`src/rtl/lighthouse_pkg.sv`:
```
// Shared definitions for the lighthouse pulse decoder: FSM encodings,
// sync code bit positions, default timing constants and the sync code ladder.
// The optional OOTX decoder is enabled with LIGHTHOUSE_OOTX_EN.
package lighthouse_pkg;

  typedef enum logic [1:0] {
    UNLOCKED = 2'd0,
    LOCKED   = 2'd1,
    SWEPT    = 2'd2
  } lh_state_t;

  typedef enum logic [1:0] {
    OOTX_HUNT  = 2'd0,
    OOTX_SHIFT = 2'd1,
    OOTX_STUFF = 2'd2
  } ootx_state_t;

  // Bit positions inside the 3-bit sync code {skip, data, axis}
  localparam int CODE_SKIP = 2;
  localparam int CODE_DATA = 1;
  localparam int CODE_AXIS = 0;

  // Default timing in 48 MHz clock cycles
  localparam int DEF_SYNC_BASE    = 2750;
  localparam int DEF_SYNC_STEP    = 500;
  localparam int DEF_SWEEP_MAX    = 2400;
  localparam int DEF_LOCK_TIMEOUT = 432000;

  localparam logic [19:0] SINCE_MAX = 20'hFFFFF;

  // Comparator ladder: largest i in 0..7 with len >= base + i*step.
  // Only meaningful when len is already known to be in the sync range.
  function automatic logic [2:0] sync_code_of(input logic [23:0] len,
                                              input int base,
                                              input int step);
    logic [2:0] code;
    code = 3'd0;
    for (int i = 1; i < 8; i++) begin
      if (32'(len) >= 32'(base + i * step)) code = 3'(i);
    end
    return code;
  endfunction

endpackage

```
`src/rtl/lighthouse_decoder_ootx_decoder.sv`:
```
// OOTX bit-stream deframer: hunts for 17 zeros then a 1, shifts 16-bit
// words MSB first, and checks the stuffing 1 after each word.
// Compiled only when LIGHTHOUSE_OOTX_EN is defined.
`ifdef LIGHTHOUSE_OOTX_EN
module ootx_decoder
  import lighthouse_pkg::*;
(
  input  logic        clk,
  input  logic        reset,
  input  logic        bit_valid,
  input  logic        data_bit,
  input  logic        clear,
  output logic        word_valid,
  output logic [15:0] word,
  output logic        error
);

  ootx_state_t state, next_state;
  logic [4:0]  zero_cnt, next_zero_cnt;
  logic [15:0] shift_reg, next_shift;
  logic [3:0]  bit_cnt, next_bit_cnt;
  logic        fire_word, fire_error;

  // Next-state logic: framing hunt, word shift and stuffing check
  always_comb begin
    next_state    = state;
    next_zero_cnt = zero_cnt;
    next_shift    = shift_reg;
    next_bit_cnt  = bit_cnt;
    fire_word     = 1'b0;
    fire_error    = 1'b0;
    if (clear) begin
      next_state    = OOTX_HUNT;
      next_zero_cnt = 5'd0;
      next_bit_cnt  = 4'd0;
    end else if (bit_valid) begin
      case (state)
        OOTX_HUNT: begin
          if (data_bit) begin
            if (zero_cnt == 5'd17) begin
              next_state   = OOTX_SHIFT;
              next_bit_cnt = 4'd0;
            end
            next_zero_cnt = 5'd0;
          end else if (zero_cnt != 5'd17) begin
            next_zero_cnt = zero_cnt + 5'd1;
          end
        end
        OOTX_SHIFT: begin
          next_shift   = {shift_reg[14:0], data_bit};
          next_bit_cnt = bit_cnt + 4'd1;
          if (bit_cnt == 4'd15) begin
            fire_word  = 1'b1;
            next_state = OOTX_STUFF;
          end
        end
        OOTX_STUFF: begin
          if (data_bit) begin
            next_state   = OOTX_SHIFT;
            next_bit_cnt = 4'd0;
          end else begin
            // The bad stuffing zero already counts toward the next preamble
            fire_error    = 1'b1;
            next_state    = OOTX_HUNT;
            next_zero_cnt = 5'd1;
          end
        end
        default: next_state = OOTX_HUNT;
      endcase
    end
  end

  // State and output registers
  always_ff @(posedge clk or posedge reset) begin
    if (reset) begin
      state      <= OOTX_HUNT;
      zero_cnt   <= 5'd0;
      shift_reg  <= 16'd0;
      bit_cnt    <= 4'd0;
      word_valid <= 1'b0;
      word       <= 16'd0;
      error      <= 1'b0;
    end else begin
      state      <= next_state;
      zero_cnt   <= next_zero_cnt;
      shift_reg  <= next_shift;
      bit_cnt    <= next_bit_cnt;
      word_valid <= fire_word;
      error      <= fire_error;
      if (fire_word) word <= next_shift;
    end
  end

endmodule
`endif

```
`src/rtl/lighthouse_decoder.sv`:
```
// Lighthouse pulse classifier: decodes sync codes, tracks lock, and reports
// the first sweep hit after each sync relative to the sync rising edge.
// Define LIGHTHOUSE_OOTX_EN to build the OOTX deframer; otherwise the OOTX
// outputs are tied to zero.
//
// Strobe semantics: sync_valid, sweep_valid, pulse_reject and
// ootx_word_valid are single-cycle valids with no ready; the consumer must
// take them on the cycle they assert. Their data outputs hold until the next
// strobe of the same kind.
module lighthouse_decoder
  import lighthouse_pkg::*;
#(
  parameter int SYNC_BASE    = DEF_SYNC_BASE,
  parameter int SYNC_STEP    = DEF_SYNC_STEP,
  parameter int SWEEP_MAX    = DEF_SWEEP_MAX,
  parameter int LOCK_TIMEOUT = DEF_LOCK_TIMEOUT
) (
  input  logic        clk,
  input  logic        reset,
  input  logic        high_end_strobe,
  input  logic        low_end_strobe,
  input  logic [23:0] pulse_length,
  output logic        sync_valid,
  output logic [2:0]  sync_code,
  output logic        sweep_valid,
  output logic        sweep_axis,
  output logic [19:0] sweep_ticks,
  output logic [11:0] sweep_width,
  output logic        pulse_reject,
  output logic        locked,
  output logic        ootx_word_valid,
  output logic [15:0] ootx_word,
  output logic        ootx_error
);

  localparam logic [23:0] SWEEP_MAX_L = 24'(SWEEP_MAX);
  localparam logic [23:0] SYNC_LO     = 24'(SYNC_BASE);
  localparam logic [23:0] SYNC_HI     = 24'(SYNC_BASE + 8 * SYNC_STEP);
  localparam logic [19:0] TIMEOUT_L   = 20'(LOCK_TIMEOUT);

  lh_state_t   state, next_state;
  logic [19:0] since_sync;
  logic        cur_axis;
  logic        is_sweep, is_sync, timed_out;
  logic [2:0]  code;
  logic [23:0] since_ext;
  logic [19:0] ticks_calc;
  logic        sync_fire, sweep_fire, reject_fire, relock;

  // Low-gap strobes are reserved for future gap checks and deliberately ignored
  logic unused_low_end;
  assign unused_low_end = low_end_strobe;

  // Pulse classification and sweep timing from the current pulse length
  always_comb begin
    is_sweep   = pulse_length < SWEEP_MAX_L;
    is_sync    = (pulse_length >= SYNC_LO) && (pulse_length < SYNC_HI);
    code       = sync_code_of(pulse_length, SYNC_BASE, SYNC_STEP);
    since_ext  = {4'd0, since_sync};
    ticks_calc = (since_ext >= pulse_length) ? 20'(since_ext - pulse_length) : 20'd0;
  end

  // Lock FSM next state; a valid skip=0 sync overrides a same-cycle timeout
  always_comb begin
    next_state  = state;
    sync_fire   = 1'b0;
    sweep_fire  = 1'b0;
    reject_fire = 1'b0;
    relock      = 1'b0;
    timed_out   = (state != UNLOCKED) && (since_sync >= TIMEOUT_L);
    if (timed_out) next_state = UNLOCKED;
    if (high_end_strobe) begin
      if (is_sweep) begin
        if (state == LOCKED && !timed_out) begin
          sweep_fire = 1'b1;
          next_state = SWEPT;
        end
      end else if (is_sync) begin
        sync_fire = 1'b1;
        if (!code[CODE_SKIP]) begin
          relock     = 1'b1;
          next_state = LOCKED;
        end
      end else begin
        reject_fire = 1'b1;
      end
    end
  end

  // FSM state register
  always_ff @(posedge clk or posedge reset) begin
    if (reset) state <= UNLOCKED;
    else       state <= next_state;
  end

  // Sync-relative timer, current axis, and registered outputs
  always_ff @(posedge clk or posedge reset) begin
    if (reset) begin
      since_sync   <= 20'd0;
      cur_axis     <= 1'b0;
      sync_valid   <= 1'b0;
      sync_code    <= 3'd0;
      sweep_valid  <= 1'b0;
      sweep_axis   <= 1'b0;
      sweep_ticks  <= 20'd0;
      sweep_width  <= 12'd0;
      pulse_reject <= 1'b0;
      locked       <= 1'b0;
    end else begin
      if (relock) begin
        since_sync <= pulse_length[19:0];
        cur_axis   <= code[CODE_AXIS];
      end else if (since_sync != SINCE_MAX) begin
        since_sync <= since_sync + 20'd1;
      end
      sync_valid   <= sync_fire;
      sweep_valid  <= sweep_fire;
      pulse_reject <= reject_fire;
      locked       <= (next_state != UNLOCKED);
      if (sync_fire) sync_code <= code;
      if (sweep_fire) begin
        sweep_axis  <= cur_axis;
        sweep_ticks <= ticks_calc;
        sweep_width <= pulse_length[11:0];
      end
    end
  end

`ifdef LIGHTHOUSE_OOTX_EN
  logic ootx_bit_valid, ootx_clear;
  assign ootx_bit_valid = relock;
  assign ootx_clear     = (state != UNLOCKED) && (next_state == UNLOCKED);

  ootx_decoder u_ootx (
    .clk        (clk),
    .reset      (reset),
    .bit_valid  (ootx_bit_valid),
    .data_bit   (code[CODE_DATA]),
    .clear      (ootx_clear),
    .word_valid (ootx_word_valid),
    .word       (ootx_word),
    .error      (ootx_error)
  );
`else
  assign ootx_word_valid = 1'b0;
  assign ootx_word       = 16'd0;
  assign ootx_error      = 1'b0;
`endif

endmodule
```
`config.mk`:
```
export PLATFORM = sky130hd
export DESIGN_NAME = lighthouse_decoder
export DESIGN_NICKNAME = d
export VERILOG_FILES = /design/src/rtl/lighthouse_pkg.sv /design/src/rtl/lighthouse_decoder_ootx_decoder.sv /design/src/rtl/lighthouse_decoder.sv
export SDC_FILE = /design/constraint.sdc
export NUM_CORES = 1
export LEC_CHECK = 0
export BUFFER_PORTS_ARGS = -buffer_cell sky130_fd_sc_hd__buf_4
export CAP_MARGIN = 15
export CORE_UTILIZATION = 55
export CTS_BUF_LIST = sky130_fd_sc_hd__clkbuf_8
export CTS_CLUSTER_SIZE = 30
export DETAILED_ROUTE_END_ITERATION = 12
export GPL_ROUTABILITY_DRIVEN = 0
export PLACE_DENSITY = 0.81
export RECOVER_POWER = 100
export SETUP_SLACK_MARGIN = 0.1
export SYNTH_ARGS = -nofsm -noshare
export SYNTH_HDL_FRONTEND = slang
export SYNTH_HIERARCHICAL = 1
export SYNTH_SLANG_ARGS = --single-unit
```
`constraint.sdc`:
```
create_clock -name clk -period 5.64 [get_ports clk]
set_input_delay 0.282 -clock clk [delete_from_list [all_inputs] [get_ports clk]]
set_output_delay 0.282 -clock clk [all_outputs]
set_load 0.01 [all_outputs]
```
==> summary.txt <==
STA
  – Tmin final: 3.164 ns
  – Final clock period utilization by the worst path: 0.5611
  – Normalized max-slew margin: -1.185
  – Final count of negative-setup-slack endpoints: 0
  – Clock skew: 0.01083 ns
  – RSZ-0062 raised after global routing: no
  – Least-Margin Pin Slew: 3.278 ns
  – Setup_tns: 0 ns
  – Max Slew Vio Count: 150
  – Post-route setup slack: 2.476 ns
  – Max Clock Freq: 316.0 MHz
  – Final Hold Violating Endpoints: 0

Setup path
  – Setup CP Type: in -> reg
  – Worst path slowest cell: clkbuf_1
  – Critical Path RT: 5.88 ns
  – Largest stage delay, worst path: 1.14 ns
  – Worst path cell trace: clkbuf_4, nor4_1, and3_1, nand4b_1, nor4b_4, clkbuf_1, mux2_1
  – Arr. time, crit path: 3.40 ns
  – Crit. End Element: flip-flop
  – R2r setup slk: 2.55 ns
  – CP Max Fanout: 38
  – CP startpoint kind: input port

Floorplan
  – Die Y: 91.27 um
  – Die area: 8330 um^2
  – Die X: 91.27 um
  – Initial Utilization: 0.5672
  – I/O pins: 86
  – FP Rows: 32
  – Core footprint: 7727 um^2

Synth
  – Post-Syn Area per Cell: 8.594 um^2
  – Gate Count Post-Synth: 510
  – Synth Area in Adders: 0.06737
  – Largest family of logic cells by synthesized area: compound AO/OA/AOI/OAI gates
  – Cell variety after synth: 70
  – Compound-Gate Fraction of Synth Area: 0.2135
  – Synth Cell Area: 4383 um^2
  – Yosys reg bits: 63
  – Simple-gate share of the synthesized area: 0.2015
  – Post-synthesis sequential area ratio: 0.3597
  – Mux contribution to synthesized area: 0.007422
  – YS warnings: 6
  – FFs w/ async S/R, synth: 1.000
  – Post-synth EDFFs: 0
  – Ys flop type: dfrtp_1
  – Post-Synth XOR/XNOR Area: 0.06395

Final layout
  – Nets: 619
  – Finished layout cell area: 4862 um^2
  – Commonest cells after routing, fill and taps aside: nand2_1, dfrtp_1, o21ai_0
  – Leading cell type in the layout, fill and taps excluded: nand2_1
  – Ant. Diodes: 0
  – Fraction of layout cells with a size suffix above 1: 0.1012
  – Synthesis-to-finish area growth: 10.93%

Power
  – Leak Pwr: 0.002252 uW
  – PD cells: 211.7 nW/um^2
  – Peak supply drop: 0.1321 mV

Clock network
  – CTS clock-pin slew for the worst setup and hold paths: 0.08 ns
  – Max H-tree Level: 3
  – Total CTS buffers: 9
  – Hold_buf cts: 0
  – Clock Sinks: 63
  – Maximum root-to-sink buffer count: 2
  – Clock root buffer: clkbuf_8
  – # resized after CTS: 0
  – CTS tree: yes
  – Total setup buffers inserted after CTS: 0
  – Clk_lat worst skew: 0.35 ns

Place
  – Placed instance area: 4838 um^2
  – PortBufs: 66
  – DP HPWL: 7333 um
  – Pre-CTS WS: 2.567 ns

Run
  – Max_cap viols: 3

Global routing
  – Initial antenna violation count: 0
  – Largest net degree at the start of global routing: 64
  – First-pass GRT wire length: 16,730 um
  – Number of global-route vias before repair: 3,472
  – GR Overflow Total: 0
  – GR Util All Layers: 0.2541

Drt
  – Vias/cell: 5.799
  – Final antenna-violating net count: 0
  – Routed Wire Length: 10,260 um
  – DRT Pass-1 Iters: 5
  – DR iter-0 viols: 325
  – Post-route DRC: 0
  – Wire per inst: 15.20 um
  – Vias post-DR: 3,914

Min path
  – Hold crit path type: in -> reg

Outcome
  – Failing checks: max-capacitance violations, max-slew violations
  – Outcome: complete, but fails checks
==> synthesized netlist by cell type (all sizes together), types with 3 or more instances <==
cell type   n  share of area
nand2      75          0.064
dfrtp      63           0.36
o21ai      50          0.067
a21oi      39          0.045
buf        35          0.057
nor2       33          0.028
inv        26          0.022
ha         22          0.063
xor2       20          0.040
nand3      14          0.016
xnor2      12          0.024
nor3       10          0.013
and3        9          0.013
a31oi       8          0.015
nand4       7          0.011
nor4        6          0.012
o21a        6          0.010
a211oi      5         0.0097
a21o        5         0.0089
clkbuf      5         0.0046
nand2b      5         0.0077
o211ai      5         0.0086
o31ai       5         0.0086
a41oi       3         0.0060
and2        3         0.0049
nor2b       3         0.0043
==> stage by stage <==
stage	power, uW	instances	hold WS (ns)	utilization
detailed placement	586.0	659	0.4625	0.6261
global placement	583.4	659	0.4548	0.6261
global route	1069	675	0.1860	0.6292
finish	1030	675	0.1842	0.6292
floorplan	555.7	527	0.3945	-
CTS	1037	675	0.1802	0.6556
==> sequential cells by signal (all words and copies together) (netlist names) <==
register,count
sync_code,3
sweep_valid,1
locked,1
sweep_axis,1
since_sync,20
sweep_ticks,20
sync_valid,1
state,2
sweep_width,12
cur_axis,1
pulse_reject,1
==> report_power, final <==
group	switching (uW)	leakage, uW	internal, uW
clock	198	0.000114	254
sequential	0.347	0.000827	452
combinational	79.5	0.00131	45.3
==> worst paths after layout <==
kind	startpoint	end	cells after the start
worst max-delay path	pulse_length[16]	cur_axis	7
worst min register to register	sweep_axis	sweep_axis	2
max in group asynchronous	reset	sweep_ticks[14]	3
worst min-delay path	pulse_length[0]	sweep_width[0]	3
worst max register to register	since_sync[7]	sweep_ticks[18]	7
min in group asynchronous	reset	sweep_width[2]	3
==> kinds of logic after synthesis <==
| logic type | count (synthesis) |
|---|---|
| simple gates | 177 |
| mux | 3 |
| buf+inv | 68 |
| other cells | 1 |
| compound gates | 143 |
| xor+xnor | 32 |
| fa+ha+maj | 23 |
| flops | 63 |
==> critical path: cells and delay by family <==
kind	cells	cell delay, ns
multiplexers	1	0.39
buffers and inverters	2	1.25
AND/OR/NAND/NOR	4	1.47
==> metal layers <==
| metal | up-vias | share of wire | track usage |
|---|---|---|---|
| li1 | 1887 | - | - |
| met1 | 1800 | 0.42 | 0.3369 |
| met2 | 193 | 0.47 | 0.4003 |
| met3 | 34 | 0.076 | 0.05528 |
| met4 | 0 | 0.032 | 0.1111 |
| met5 | - | 0 | 0 |
==> area by class of cell <==
type,instances,area [um^2]
Fill cell,702,2865
Multi-Input combinational cell,396,2461
Sequential cell,63,1577
Timing Repair Buffer,70,364.1
Tap cell,102,127.6
Clock buffer,9,123.9
Inverter,28,105.1
Clock inverter,7,103.9
No activity file was read; power rests on OpenSTA's default activity.
